File: src/rtl/serial_rx_deserializer.sv
// LSB-first framed serial receiver (start 0, DATA_WIDTH bits, stop 1) with a 2-flop input synchronizer.
// Latency: valid one cycle after the stop mid-sample; no backpressure, each word is a one-cycle strobe.
module serial_rx_deserializer #(
  parameter int DATA_WIDTH   = 8,
  parameter int CLKS_PER_BIT = 4
) (
  input  logic                  clock,
  input  logic                  reset,
  input  logic                  serial_in,
  output logic [DATA_WIDTH-1:0] data_out,
  output logic                  valid,
  output logic                  framing_error,
  output logic                  busy
);

  localparam int HALF_BIT = CLKS_PER_BIT / 2;
  localparam int CW       = $clog2(CLKS_PER_BIT);
  localparam int IW       = (DATA_WIDTH > 1) ? $clog2(DATA_WIDTH) : 1;

  localparam logic [CW-1:0] HALF_LAST = CW'(HALF_BIT - 1);
  localparam logic [CW-1:0] BIT_LAST  = CW'(CLKS_PER_BIT - 1);
  localparam logic [IW-1:0] IDX_LAST  = IW'(DATA_WIDTH - 1);

  typedef enum logic [2:0] {
    BREAK,
    IDLE,
    START,
    DATA,
    STOP
  } state_t;

  state_t state, next_state;

  logic                  sync1, sync2;
  logic [1:0]            sync_fill;
  logic [CW-1:0]         cnt;
  logic [IW-1:0]         bit_idx;
  logic [DATA_WIDTH-1:0] shift_reg;
  logic [DATA_WIDTH:0]   shift_ext;
  logic                  tick;
  logic                  line_high;
  logic                  stop_ok;
  logic                  stop_bad;

  // sync2 carries reset-value ones for two edges; only trust it as "line high" once real samples arrive
  assign line_high = sync_fill[1] & sync2;
  assign shift_ext = {sync2, shift_reg};

  always_comb begin
    tick = 1'b0;
    case (state)
      START:      tick = (cnt == HALF_LAST);
      DATA, STOP: tick = (cnt == BIT_LAST);
      default:    tick = 1'b0;
    endcase
  end

  always_ff @(posedge clock or posedge reset) begin
    if (reset) state <= BREAK;
    else       state <= next_state;
  end

  always_comb begin
    next_state = state;
    case (state)
      BREAK: if (line_high) next_state = IDLE;
      IDLE:  if (!sync2) next_state = START;
      START: if (tick) next_state = sync2 ? IDLE : DATA;
      DATA:  if (tick && (bit_idx == IDX_LAST)) next_state = STOP;
      STOP:  if (tick) next_state = sync2 ? IDLE : BREAK;
      default: next_state = BREAK;
    endcase
  end

  always_comb begin
    busy     = (state != IDLE);
    stop_ok  = (state == STOP) && tick && sync2;
    stop_bad = (state == STOP) && tick && !sync2;
  end

  always_ff @(posedge clock or posedge reset) begin
    if (reset) begin
      sync1         <= 1'b1;
      sync2         <= 1'b1;
      sync_fill     <= 2'b00;
      cnt           <= '0;
      bit_idx       <= '0;
      shift_reg     <= '0;
      data_out      <= '0;
      valid         <= 1'b0;
      framing_error <= 1'b0;
    end else begin
      sync1         <= serial_in;
      sync2         <= sync1;
      sync_fill     <= {sync_fill[0], 1'b1};
      valid         <= stop_ok;
      framing_error <= stop_bad;

      if ((state == START) || (state == DATA) || (state == STOP)) begin
        if (tick) cnt <= '0;
        else      cnt <= cnt + CW'(1);
      end else begin
        cnt <= '0;
      end

      if ((state == START) && tick) bit_idx <= '0;
      if ((state == DATA) && tick) begin
        bit_idx   <= bit_idx + IW'(1);
        shift_reg <= shift_ext[DATA_WIDTH:1];
      end

      if (stop_ok) data_out <= shift_reg;
    end
  end

endmodule
File: config.mk
export PLATFORM = sky130hd
export DESIGN_NAME = serial_rx_deserializer
export DESIGN_NICKNAME = d
export VERILOG_FILES = /design/src/rtl/serial_rx_deserializer.sv
export SDC_FILE = /design/constraint.sdc
export NUM_CORES = 1
export LEC_CHECK = 0
export CORE_MARGIN = 8
export CORE_UTILIZATION = 49
export CTS_CLUSTER_DIAMETER = 60
export CTS_CLUSTER_SIZE = 10
export DETAILED_ROUTE_END_ITERATION = 7
export PLACE_DENSITY = 0.74
export SYNTH_ARGS = -nofsm -noshare
export SYNTH_HDL_FRONTEND = slang
export SYNTH_SLANG_ARGS = --single-unit
File: constraint.sdc
create_clock -name clock -period 1.4 [get_ports clock]
set_clock_uncertainty 0.1 [all_clocks]
set_input_delay 0.42 -clock clock [delete_from_list [all_inputs] [get_ports clock]]
set_output_delay 0.42 -clock clock [all_outputs]
set_load 0.005 [all_outputs]
==> results.yml <==
synth:
  synth_xor_area_share_pct: 0
  synthAdderAreaFrac_pct: 1.96
  yosys.area_share.simple_pct: 11.9
  synthCells: 99
  muxShareOfSynthArea_pct: 14.1
  synth_area_leaders: "dfrtp_1, mux2_2, dfstp_2"
  ys_ff_latch: 30
  synth_most_common_cell: "dfrtp_1"
  synth.distinct_cells: 33
  syn-num-nets: 104
  yosysTopAreaCell: "dfrtp_1"
  synth_top_family_by_area: "multiplexers"
  ys.flop_type: "dfrtp_1"
  async_reset_ff_share_pct: 100
  synth_edf_count: 0
  synth_top_area_share_pct: 54.7
  synth_compound_area_share_pct: 9.68
  ys_seq_area_share_pct: 58.8
  postSynthAreaPerCell_um2: 12.9
  yosysWarnings: 0
  synth_common_cells: "dfrtp_1, mux2_2, inv_1"
  synth_area_um2: 1280
clock_network:
  cts_tree: "yes"
  clock_sinks: 30
  root_buffer: "clkbuf_4"
  cts_buffers: 5
  holdBufCountCts: 0
  h-tree-depth: 2
  clk_pin_slew_worst_paths_ns: 0.09
  clockBufferDepth: 2
  worst_skew_pair.late_latency_ns: 0.33
timing:
  finalCritPeriodShare_pct: 124
  setup_violations: 11
  grt_setup_unrepaired: "yes"
  slew_viol_final: 0
  period_minus_slack_ns: 1.73
  hold_viol_final: 0
  fmax_ghz: 0.577
  fin_ws_ns: -0.334
global_routing:
  grt_max_degree: 31
  antenna_found_initial: 0
  grt_util_all_layers_pct: 12.7
  grt_pass1_vias: 908
  grt-ovfl-total: 0
  grt_pass1_wl_um: 4260
power_and_ir_drop:
  internal-power_uw: 1740
  powerDensity_nw_per_um2: 1620
  clock_power_share_pct: 20.9
  p_total_uw: 2610
  pwr-share-comb_pct: 36.0
  switching_share_pct: 33.6
  seqPwrFrac_pct: 43.1
  switchingPower_uw: 878
  power_leakage_uw: 0.000812
  vdd.ir_drop.worst_v: 0.000970
critical_path:
  crit_arrival_ns: 1.21
  path_max_fanout: 2
  critPathKind: "flip-flop to output port"
  critical_path.startpoint: "state[2]"
  rr_startpoint: "state[1]"
  required_ns: 0.88
  end_kind: "output port"
  start_kind: "flip-flop"
routing:
  drc: 0
  wl_per_cell_um: 15.2
  postRouteAntennaNets: 0
  drt_iter0_markers: 45
  routed_wirelength_um: 2470
  first_pass_iters: 4
  via_per_inst: 5.57
  via_count: 908
placed_design:
  hpwl_um: 1570
  port_buffers: 13
  placed_cell_area_um2: 1550
  gp_congestion: 0.808
floorplanning:
  ios: 14
  initial_core_util_pct: 51.7
  die_w_um: 67.1
  die_y_um: 67.1
  die-area_um2: 4500
  coreArea_um2: 2480
  rows: 18
worst_hold_path:
  hold_path.class: "flip-flop to flip-flop"
  min-delay-start: "sync_fill[0]"
finish:
  drive_gt1_share_pct: 44.4
  fillers: 199
  final_area_um2: 1620
  areaGrowthSynthToFinish_pct: 26.2
  fin_nets: 137
  fin_util_pct: 65.2
  insertedDiodeCount: 0
flow_run:
  cap_violations: 0
status:
  violations: "setup timing"
  status: "complete, but fails checks"
==> cell usage in the layout, fill, tap and decap left out, types with 2 or more instances in the layout <==
| cell | count |
|---|---|
| mux2_2 | 16 |
| ha_1 | 2 |
| nand2b_1 | 2 |
| nand3b_1 | 2 |
| a22o_1 | 3 |
| dfstp_2 | 2 |
| o21ai_1 | 2 |
| buf_2 | 11 |
| dfrtp_1 | 28 |
| a21oi_1 | 2 |
| o22ai_1 | 4 |
| clkbuf_4 | 5 |
| nand4_4 | 2 |
| buf_12 | 2 |
| clkdlybuf4s50_1 | 2 |
| nand2_1 | 5 |
| nand4_1 | 2 |
| buf_4 | 13 |
| inv_1 | 6 |
==> critical path, stage by stage, from the launching register on <==
cell     delay (ns)
dfrtp_1        0.38
or3_1          0.37
buf_2          0.14
==> power by group through the flow <==
stage          sequential [µW]  clock (µW)  combinational (µW)
2_1_floorplan             1130           0                 602
3_3_place_gp              1130           0                 855
3_5_place_dp              1140           0                 888
4_1_cts                   1120         559                 920
5_1_grt                   1150         596                1040
6_report                  1130         546                 942
==> final cells by class <==
type                       count  area (µm²)  area share [%]
sequential                    30         753            46.6
multi-input combinational     60         514            31.8
timing repair buffer          29         224            13.9
clock buffer                   6        51.3            3.18
tap                           30        37.5            2.32
inverter                       6        22.5            1.39
clock inverter                 2        12.5           0.775
==> timing repair <==
action,in CTS,in global routing
setup endpoints to repair,27,27
setup buffers,2,1
gates cloned,1,0
resized for setup,47,3
pin swaps,3,0
endpoints found under the hold margin,0,0
==> metrics by stage <==
step                      std cells  TNS, ns  hold slack (ns)  setup WS (ns)
after floorplan                  99  -0.0189            0.231        -0.0136
after global placement          151    -1.35            0.237         -0.286
after detailed placement        151    -1.71            0.241         -0.333
after CTS                       162   -0.989            0.262         -0.345
after global routing            163    -1.86            0.266         -0.379
final                           163   -0.817            0.259         -0.334
==> routing by layer <==
metal | vias to the layer above | share of wire, % | GRT usage, %
li1 | 424 | - | -
met4 | 0 | 2.6 | 7.83
met1 | 445 | 43 | 14.4
met3 | 11 | 5.7 | 4.36
met2 | 28 | 49 | 20.3
met5 | - | 0 | 0
==> logic make-up (layout without fill, tap and decap cells) <==
| group | count (synthesis) | after routing |
|---|---|---|
| buffers and inverters | 10 | 43 |
| AO/OA/AOI/OAI | 18 | 18 |
| multiplexers | 16 | 16 |
| adder cells (fa/ha/maj) | 2 | 2 |
| AND/OR/NAND/NOR | 22 | 23 |
| flip-flops | 30 | 30 |
| other | 1 | 1 |
==> path summary, 6_finish.rpt <==
path	to	slack, ns	cells past startpoint
hold / removal	sync_fill[1]	0.26	0
min in group asynchronous	data_out[0]	0.31	3
setup reg to reg	shift_reg[7]	-0.07	5
hold reg to reg	sync_fill[1]	0.26	0
setup / recovery	busy	-0.33	2
max in group asynchronous	sync2	0.64	3
Note: power is estimated with default switching activity, not from simulation.
